==> src/rtl/scalar_vector_scale_if.sv <==
// Stream bundle for scalar_vector_scale: scalar, element and scaled-result
// handshakes plus the busy flag. The DUT connects through the slave modport.
interface scalar_vector_scale_if #(
  parameter int unsigned SIZE_ARRAY = 256,
  parameter int unsigned SIZE_INT   = 32
);
  localparam int unsigned IW = (SIZE_ARRAY > 1) ? $clog2(SIZE_ARRAY) : 1;

  logic                k_valid;
  logic                k_ready;
  logic [SIZE_INT-1:0] k_data;
  logic                x_valid;
  logic                x_ready;
  logic [SIZE_INT-1:0] x_data;
  logic                y_valid;
  logic                y_ready;
  logic [SIZE_INT-1:0] y_data;
  logic [IW-1:0]       y_index;
  logic                y_last;
  logic                busy;

  modport slave (
    input  k_valid, k_data, x_valid, x_data, y_ready,
    output k_ready, x_ready, y_valid, y_data, y_index, y_last, busy
  );

  modport master (
    output k_valid, k_data, x_valid, x_data, y_ready,
    input  k_ready, x_ready, y_valid, y_data, y_index, y_last, busy
  );
endinterface

==> src/rtl/scalar_vector_scale.sv <==
// Streaming y[i] = k * x[i] over one latched scalar and SIZE_ARRAY elements.
// Define SCALE_SATURATE_EN to clamp overflowing products to all ones.
module scalar_vector_scale #(
  parameter int unsigned SIZE_ARRAY = 256,
  parameter int unsigned SIZE_INT   = 32
) (
  input logic                  clk,
  input logic                  rst,
  scalar_vector_scale_if.slave bus
);
  localparam int unsigned   IW       = (SIZE_ARRAY > 1) ? $clog2(SIZE_ARRAY) : 1;
  localparam logic [IW-1:0] LAST_IDX = IW'(SIZE_ARRAY - 1);

  typedef enum logic [1:0] {IDLE, RUN, DRAIN} state_e;

  state_e              state_q, state_d;
  logic [SIZE_INT-1:0] k_reg_q, k_reg_d;
  logic [SIZE_INT-1:0] y_data_q, y_data_d;
  logic [IW-1:0]       count_q, count_d;
  logic [IW-1:0]       y_index_q, y_index_d;
  logic                y_valid_q, y_valid_d;
  logic                y_last_q, y_last_d;
  logic [SIZE_INT-1:0] scaled;
  logic                k_ready, x_ready;
  logic                k_fire, x_fire, y_fire;

  // Handshake readies are gated by rst so nothing is accepted in a reset cycle.
  always_comb begin
    k_ready = !rst && (state_q == IDLE);
    x_ready = !rst && (state_q == RUN) && (!y_valid_q || bus.y_ready);
    k_fire  = bus.k_valid && k_ready;
    x_fire  = bus.x_valid && x_ready;
    y_fire  = y_valid_q && bus.y_ready;
  end

`ifdef SCALE_SATURATE_EN
  logic [2*SIZE_INT-1:0] product;
  always_comb begin
    product = {{SIZE_INT{1'b0}}, k_reg_q} * {{SIZE_INT{1'b0}}, bus.x_data};
    scaled  = (|product[2*SIZE_INT-1:SIZE_INT]) ? '1 : product[SIZE_INT-1:0];
  end
`else
  always_comb begin
    scaled = k_reg_q * bus.x_data;
  end
`endif

  always_comb begin
    state_d   = state_q;
    k_reg_d   = k_reg_q;
    count_d   = count_q;
    y_data_d  = y_data_q;
    y_index_d = y_index_q;
    y_valid_d = y_valid_q;
    y_last_d  = y_last_q;
    unique case (state_q)
      IDLE: begin
        if (k_fire) begin
          k_reg_d = bus.k_data;
          count_d = '0;
          state_d = RUN;
        end
      end
      RUN: begin
        if (y_fire) y_valid_d = 1'b0;
        if (x_fire) begin
          y_data_d  = scaled;
          y_index_d = count_q;
          y_last_d  = (count_q == LAST_IDX);
          y_valid_d = 1'b1;
          if (count_q == LAST_IDX) state_d = DRAIN;
          else                     count_d = count_q + IW'(1);
        end
      end
      DRAIN: begin
        if (y_fire) begin
          y_valid_d = 1'b0;
          state_d   = IDLE;
        end
      end
      default: state_d = IDLE;
    endcase
  end

  always_ff @(posedge clk) begin
    if (rst) begin
      state_q   <= IDLE;
      k_reg_q   <= '0;
      count_q   <= '0;
      y_data_q  <= '0;
      y_index_q <= '0;
      y_valid_q <= 1'b0;
      y_last_q  <= 1'b0;
    end else begin
      state_q   <= state_d;
      k_reg_q   <= k_reg_d;
      count_q   <= count_d;
      y_data_q  <= y_data_d;
      y_index_q <= y_index_d;
      y_valid_q <= y_valid_d;
      y_last_q  <= y_last_d;
    end
  end

  assign bus.k_ready = k_ready;
  assign bus.x_ready = x_ready;
  assign bus.y_valid = y_valid_q;
  assign bus.y_data  = y_data_q;
  assign bus.y_index = y_index_q;
  assign bus.y_last  = y_last_q;
  assign bus.busy    = !rst && (state_q != IDLE);
endmodule

==> src/flat_wrapper.sv <==
// flat-port wrapper written by rule: the top's interface ports become plain ports
module scalar_vector_scale_flat 
#(
  parameter int unsigned SIZE_ARRAY = 256,
  parameter int unsigned SIZE_INT   = 32
)
  (clk, rst, bus_k_valid, bus_k_data, bus_x_valid, bus_x_data, bus_y_ready, bus_k_ready, bus_x_ready, bus_y_valid, bus_y_data, bus_y_index, bus_y_last, bus_busy);
  scalar_vector_scale_if #(.SIZE_ARRAY(SIZE_ARRAY), .SIZE_INT(SIZE_INT)) bus_i ();
  input logic clk;
  input logic rst;
  input wire logic [$bits(bus_i.k_valid)-1:0] bus_k_valid;
  input wire logic [$bits(bus_i.k_data)-1:0] bus_k_data;
  input wire logic [$bits(bus_i.x_valid)-1:0] bus_x_valid;
  input wire logic [$bits(bus_i.x_data)-1:0] bus_x_data;
  input wire logic [$bits(bus_i.y_ready)-1:0] bus_y_ready;
  output wire logic [$bits(bus_i.k_ready)-1:0] bus_k_ready;
  output wire logic [$bits(bus_i.x_ready)-1:0] bus_x_ready;
  output wire logic [$bits(bus_i.y_valid)-1:0] bus_y_valid;
  output wire logic [$bits(bus_i.y_data)-1:0] bus_y_data;
  output wire logic [$bits(bus_i.y_index)-1:0] bus_y_index;
  output wire logic [$bits(bus_i.y_last)-1:0] bus_y_last;
  output wire logic [$bits(bus_i.busy)-1:0] bus_busy;
  assign bus_i.k_valid = bus_k_valid;
  assign bus_i.k_data = bus_k_data;
  assign bus_i.x_valid = bus_x_valid;
  assign bus_i.x_data = bus_x_data;
  assign bus_i.y_ready = bus_y_ready;
  assign bus_k_ready = bus_i.k_ready;
  assign bus_x_ready = bus_i.x_ready;
  assign bus_y_valid = bus_i.y_valid;
  assign bus_y_data = bus_i.y_data;
  assign bus_y_index = bus_i.y_index;
  assign bus_y_last = bus_i.y_last;
  assign bus_busy = bus_i.busy;
  scalar_vector_scale #(.SIZE_ARRAY(SIZE_ARRAY), .SIZE_INT(SIZE_INT)) u_core (.clk(clk), .rst(rst), .bus(bus_i));
endmodule
==> config.mk <==
export PLATFORM = sky130hd
export DESIGN_NAME = scalar_vector_scale_flat
export DESIGN_NICKNAME = d
export VERILOG_FILES = /design/src/rtl/scalar_vector_scale_if.sv /design/src/rtl/scalar_vector_scale.sv /design/src/flat_wrapper.sv
export SDC_FILE = /design/constraint.sdc
export NUM_CORES = 1
export LEC_CHECK = 0
export CORE_ASPECT_RATIO = 0.9
export CORE_MARGIN = 2
export CORE_UTILIZATION = 42
export DETAILED_ROUTE_END_ITERATION = 8
export SLEW_MARGIN = 20
export SYNTH_ARGS = -nofsm -noshare
export SYNTH_HDL_FRONTEND = slang
export SYNTH_SLANG_ARGS = --single-unit
==> constraint.sdc <==
create_clock -name clk -period 10.66 [get_ports clk]
set_clock_uncertainty 0.2 [all_clocks]
set_input_delay 2.132 -clock clk [delete_from_list [all_inputs] [get_ports clk]]
set_output_delay 2.132 -clock clk [all_outputs]
set_load 0.03 [all_outputs]
==> Word-level counts from Yosys, hierarchy flattened <==
Index checks and enable logic that the tools add are counted.
W data, S select, Z words.
{ "classes": {"add_sub_neg": 1, "multipliers": 1, "n_mux": 12, "eq_ne": 8, "reduce_logical": 18} }
{ "ops": {"columns": ["cell", "n"], "rows": [
  ["$mul A32 B32 Y32", 1],
  ["$mux W8", 3],
  ["$pmux W8 S2", 1],
  ["$add A8 B1 Y8 const B", 1],
  ["$eq A8 B8 Y1 const B", 1],
  ["$mux W2", 4],
  ["$reduce_and A4 Y1", 2],
  ["$logic_and A1 B1 Y1", 7],
  ["$ne A2 B1 Y1 const B", 3],
  ["$pmux W2 S3", 1],
  ["$reduce_bool A2 Y1", 3],
  ["$ne A2 B2 Y1 const B", 2],
  ["$reduce_and A2 Y1", 2],
  ["$eq A2 B1 Y1 const B", 1],
  ["$eq A2 B2 Y1 const B", 1],
  ["$logic_not A1 Y1", 2],
  ["$logic_not A2 Y1", 1],
  ["$mux W1", 2],
  ["$pmux W1 S2", 1],
  ["$logic_or A1 B1 Y1", 1]
]} }
{ "totals": {"input_bits": 69, "out_inout_bits": 45, "wordCells": 47, "regBits": 84} }

==> Longest topological paths before layout <==
{ "logic_depth": {"word_depth": 6, "ltp_mapped": 28, "ltp_nobuf": 26} }

==> Worst setup path after synthesis <==
Ideal clock, no wire load.
{ "synth_path": {"path_type": "in2reg", "start": "input port bus_x_data[2]", "end": "register u_core.y_data_q[30] (netlist: u_core.bus.y_data[30])", "arrival_time_ns": 8.403, "path_buffers": 2, "cell_stages": 23, "setup_slack_ns": 2.000, "path_cell_list": "clkbuf_1 -> clkbuf_1 -> nand2_1 -> fa_1 -> fa_1 -> fa_1 -> fa_1 -> inv_1 -> fa_1 -> inv_1 -> fa_1 -> fa_1 -> fa_1 -> inv_1 -> ha_1 -> nand3_1 -> a21boi_0 -> o211ai_1 -> a211o_1 -> o311ai_1 -> a21oi_1 -> nor4b_1 -> a211o_1"} }
{ "synth_between": {"elab_chain_cells": 1} }
{ "synth_lines": {"columns": ["element", "line_no", "source"], "rows": [
  ["start, declared", "flat_wrapper.sv:14", "input wire logic [$bits(bus_i.x_data)-1:0] bus_x_data;"],
  ["$mul A32 B32 Y32", "scalar_vector_scale.sv:44", "scaled = k_reg_q * bus.x_data;"],
  ["end signal, assigned", "scalar_vector_scale.sv:98", "y_data_q <= y_data_d;"],
  ["end, declared", "scalar_vector_scale.sv:18", "logic [SIZE_INT-1:0] y_data_q, y_data_d;"]
]} }
No other way between the ends.
A chain may end at the register's enable or synchronous reset.

==> Worst setup path after layout <==
{ "layout_path": {"start": "input port bus_x_data[7]", "end": "register u_core.y_data_q[31] (netlist: u_core.bus.y_data[31])"} }
The elaborated chain is that of the path after synthesis.

==> impl_metrics.ini <==
[status]
status = complete, no violations

[sta]
fmax_mhz = 102
rsz0062_at_grt = no
relSlewSlack_pct = 22.5
slew_violations = 0
final.period_utilization_pct = 91.8
min_period_ns = 9.78
finalSetupViolations = 0
worst_pin_slew_ns = 1.16
setup_tns_ns = 0
hold_viol = 0

[die]
initial_utilization_pct = 42.7
die_area_mm2 = 0.0469
core.rowCount = 73
dieWidth_um = 228
design.core.area_mm2 = 0.0444
io_pins = 114
die_h_um = 206

[logic_synthesis]
synth_top_area_share_pct = 43.1
ys_ff_latch = 84
syn_nets = 2720
synth_area_leaders = fa_1 43%, and2_1 9.8%, dfxtp_1 8.9%
syn-cell-area_mm2 = 0.0190
synth.most_common_cell = fa_1
synth_area_per_cell_um2 = 8.96
netlist_top_cells_count = 408 x fa_1, 399 x inv_1, 345 x nand2_1, 297 x and2_1, 127 x ha_1
syn_inst = 2116
synth_area_leader_cell = fa_1
postSynth.asyncResetShare_pct = 0
yosysWarnings = 0
synth_cell_types = 58
synth_edf_count = 0
synth_ff_type = dfxtp_1
yosysSeqAreaShare_pct = 8.87

[global_routing]
grt_pass1_vias = 14903
globalRouteMet3Util_pct = 2.41
met2_usage_pct = 37.2
overflow = 0
grt_max_degree = 84
grt_antenna_before_repair = 3
grt_pass1_wl_um = 82000
use_met1_pct = 32.1
grtUsageTotal_pct = 22.4
busiest_layer = met2

[detailed_routing]
first_pass_iters = 5
routedWlPerCell_um = 18.2
drt-total-wl_um = 50200
drc_errors = 0
drt_iter0_markers = 813
ant_nets = 0
vias_per_cell = 5.05
vias = 13961

[clocking]
clock_path_buffers = 2
clock_latency_ns = 0.35
cts_resized = 0
clock_sinks = 84
numCtsBuffers = 9
htreeDepth = 3
holdBufCountCts = 0
path_clk_slew_ns = 0.07
root_buffer = clkbuf_16
post_cts_buffers = 0
cts_tree = yes

[critical_path]
cp-end-kind = flip-flop
slowest_stage = clkdlybuf4s50_1
crit_fanout = 25
critPathLaunchType = primary input
crit_path_frequent_cell = fa_1
crit_type = primary input to flip-flop
crit_required_ns = 10.72
slowest_delay_ns = 1.02
cp_cell_sequence = clkdlybuf4s50_1 -> and2_1 -> fa_1 -> fa_1 -> fa_1 -> inv_1 -> fa_1 -> inv_1 -> fa_1 -> inv_1 -> fa_1 -> inv_1 -> fa_1 -> fa_1 -> ha_1 -> inv_1 -> nor3_1 -> a311o_1 -> a21oi_1 -> a211oi_1 -> nor3_1 -> o31a_1 -> o31ai_1
cp_num_buf_inv = 6
path_delay_family = adder cells
cp_data_arrival_time_ns = 9.84

[cells_and_area]
drive_gt1_share_pct = 2.87
nets = 2759
area_delta_synth_final_pct = 10.3

[min_path]
hold_path_class = flip-flop to flip-flop

[flow_run]
max_cap_violations = 0

[placement]
portBuffers = 113
gp_congestion = 0.884
hpwl_um = 40100
[kinds of logic after synthesis]
family                     after synthesis  share of synthesized area [%]
buffers and inverters                  515                           10.4
and+or+nand+nor                        781                           21.3
DFF                                     84                           8.87
xor gates and xnor gates                87                           4.09
adders and majority gates              535                           51.5
AOI/OAI and AO/OA                      114                           3.91
[area by class of cell]
class | instances | area (µm²)
fillers | 4306 | 23500
multi-input cells | 1517 | 15300
flip-flops and latches | 84 | 1680
inverters | 399 | 1500
repair buffers | 144 | 1350
well taps | 600 | 751
clock buffers | 9 | 225
clock inverters | 7 | 82.6
diodes | 2 | 5.00
[metrics by stage]
stage	util, %	area, µm²	setup slack, ns	instances	hold WS [ns]
after floorplan	-	19000	2.00	2116	0.243
after global placement	46.4	20600	0.729	2744	0.241
after detailed placement	46.4	20600	0.630	2744	0.253
after CTS	47.1	20900	0.943	2760	0.262
after global routing	47.1	20900	0.505	2760	0.288
final	47.1	20900	0.878	2762	0.259
[worst paths after layout]
check / from / endpoint / slack [ns] / depth (start not counted)
min: u_core.bus.y_data[0] / u_core.bus.y_data[0] / 0.26 / 2
max: bus_x_data[7] / u_core.bus.y_data[31] / 0.88 / 23
max reg2reg: u_core.k_reg_q[11] / u_core.bus.y_data[31] / 2.87 / 22
min reg2reg: u_core.bus.y_data[0] / u_core.bus.y_data[0] / 0.26 / 2
[registers in the layout (all words and copies together), names as in the netlist]
name                flops
u_core.bus.y_index      8
u_core.bus.y_data      32
u_core.count_q          8
u_core.k_reg_q         32
u_core.bus.y_last       1
u_core.bus.y_valid      1
u_core.state_q          2
[per-layer routing]
metal  up-vias  wire (µm)
met2       368      24000
li1       6356          -
met3        39       2340
met1      7198      23100
met4         0        756
met5         -          0
[worst min-delay path: cells and delay by family (launching register included)]
kind             cells  cell delay (ns)
flip-flops           1             0.31
AND/OR/NAND/NOR      1             0.05
AO/OA/AOI/OAI        1             0.05
[cells in the final DEF, fill, tap and decap left out, types with 6 or more instances in the layout]
master and count:
clkdlybuf4s50_1 111, fa_1 408, xor2_1 25, nor3_1 15, nand3_1 13, nand2_1 344
o21ai_0 32, buf_4 31, and2_1 297, nand3b_1 70, xnor2_1 61, clkbuf_16 9
nand4_1 6, dfxtp_1 84, ha_1 127, nor2_1 18, o21bai_1 6, inv_1 399
a21oi_1 27
Power is left out: the tool's default activity adds up to more than one toggle a clock period on the data nets, which glitch-free logic cannot reach.
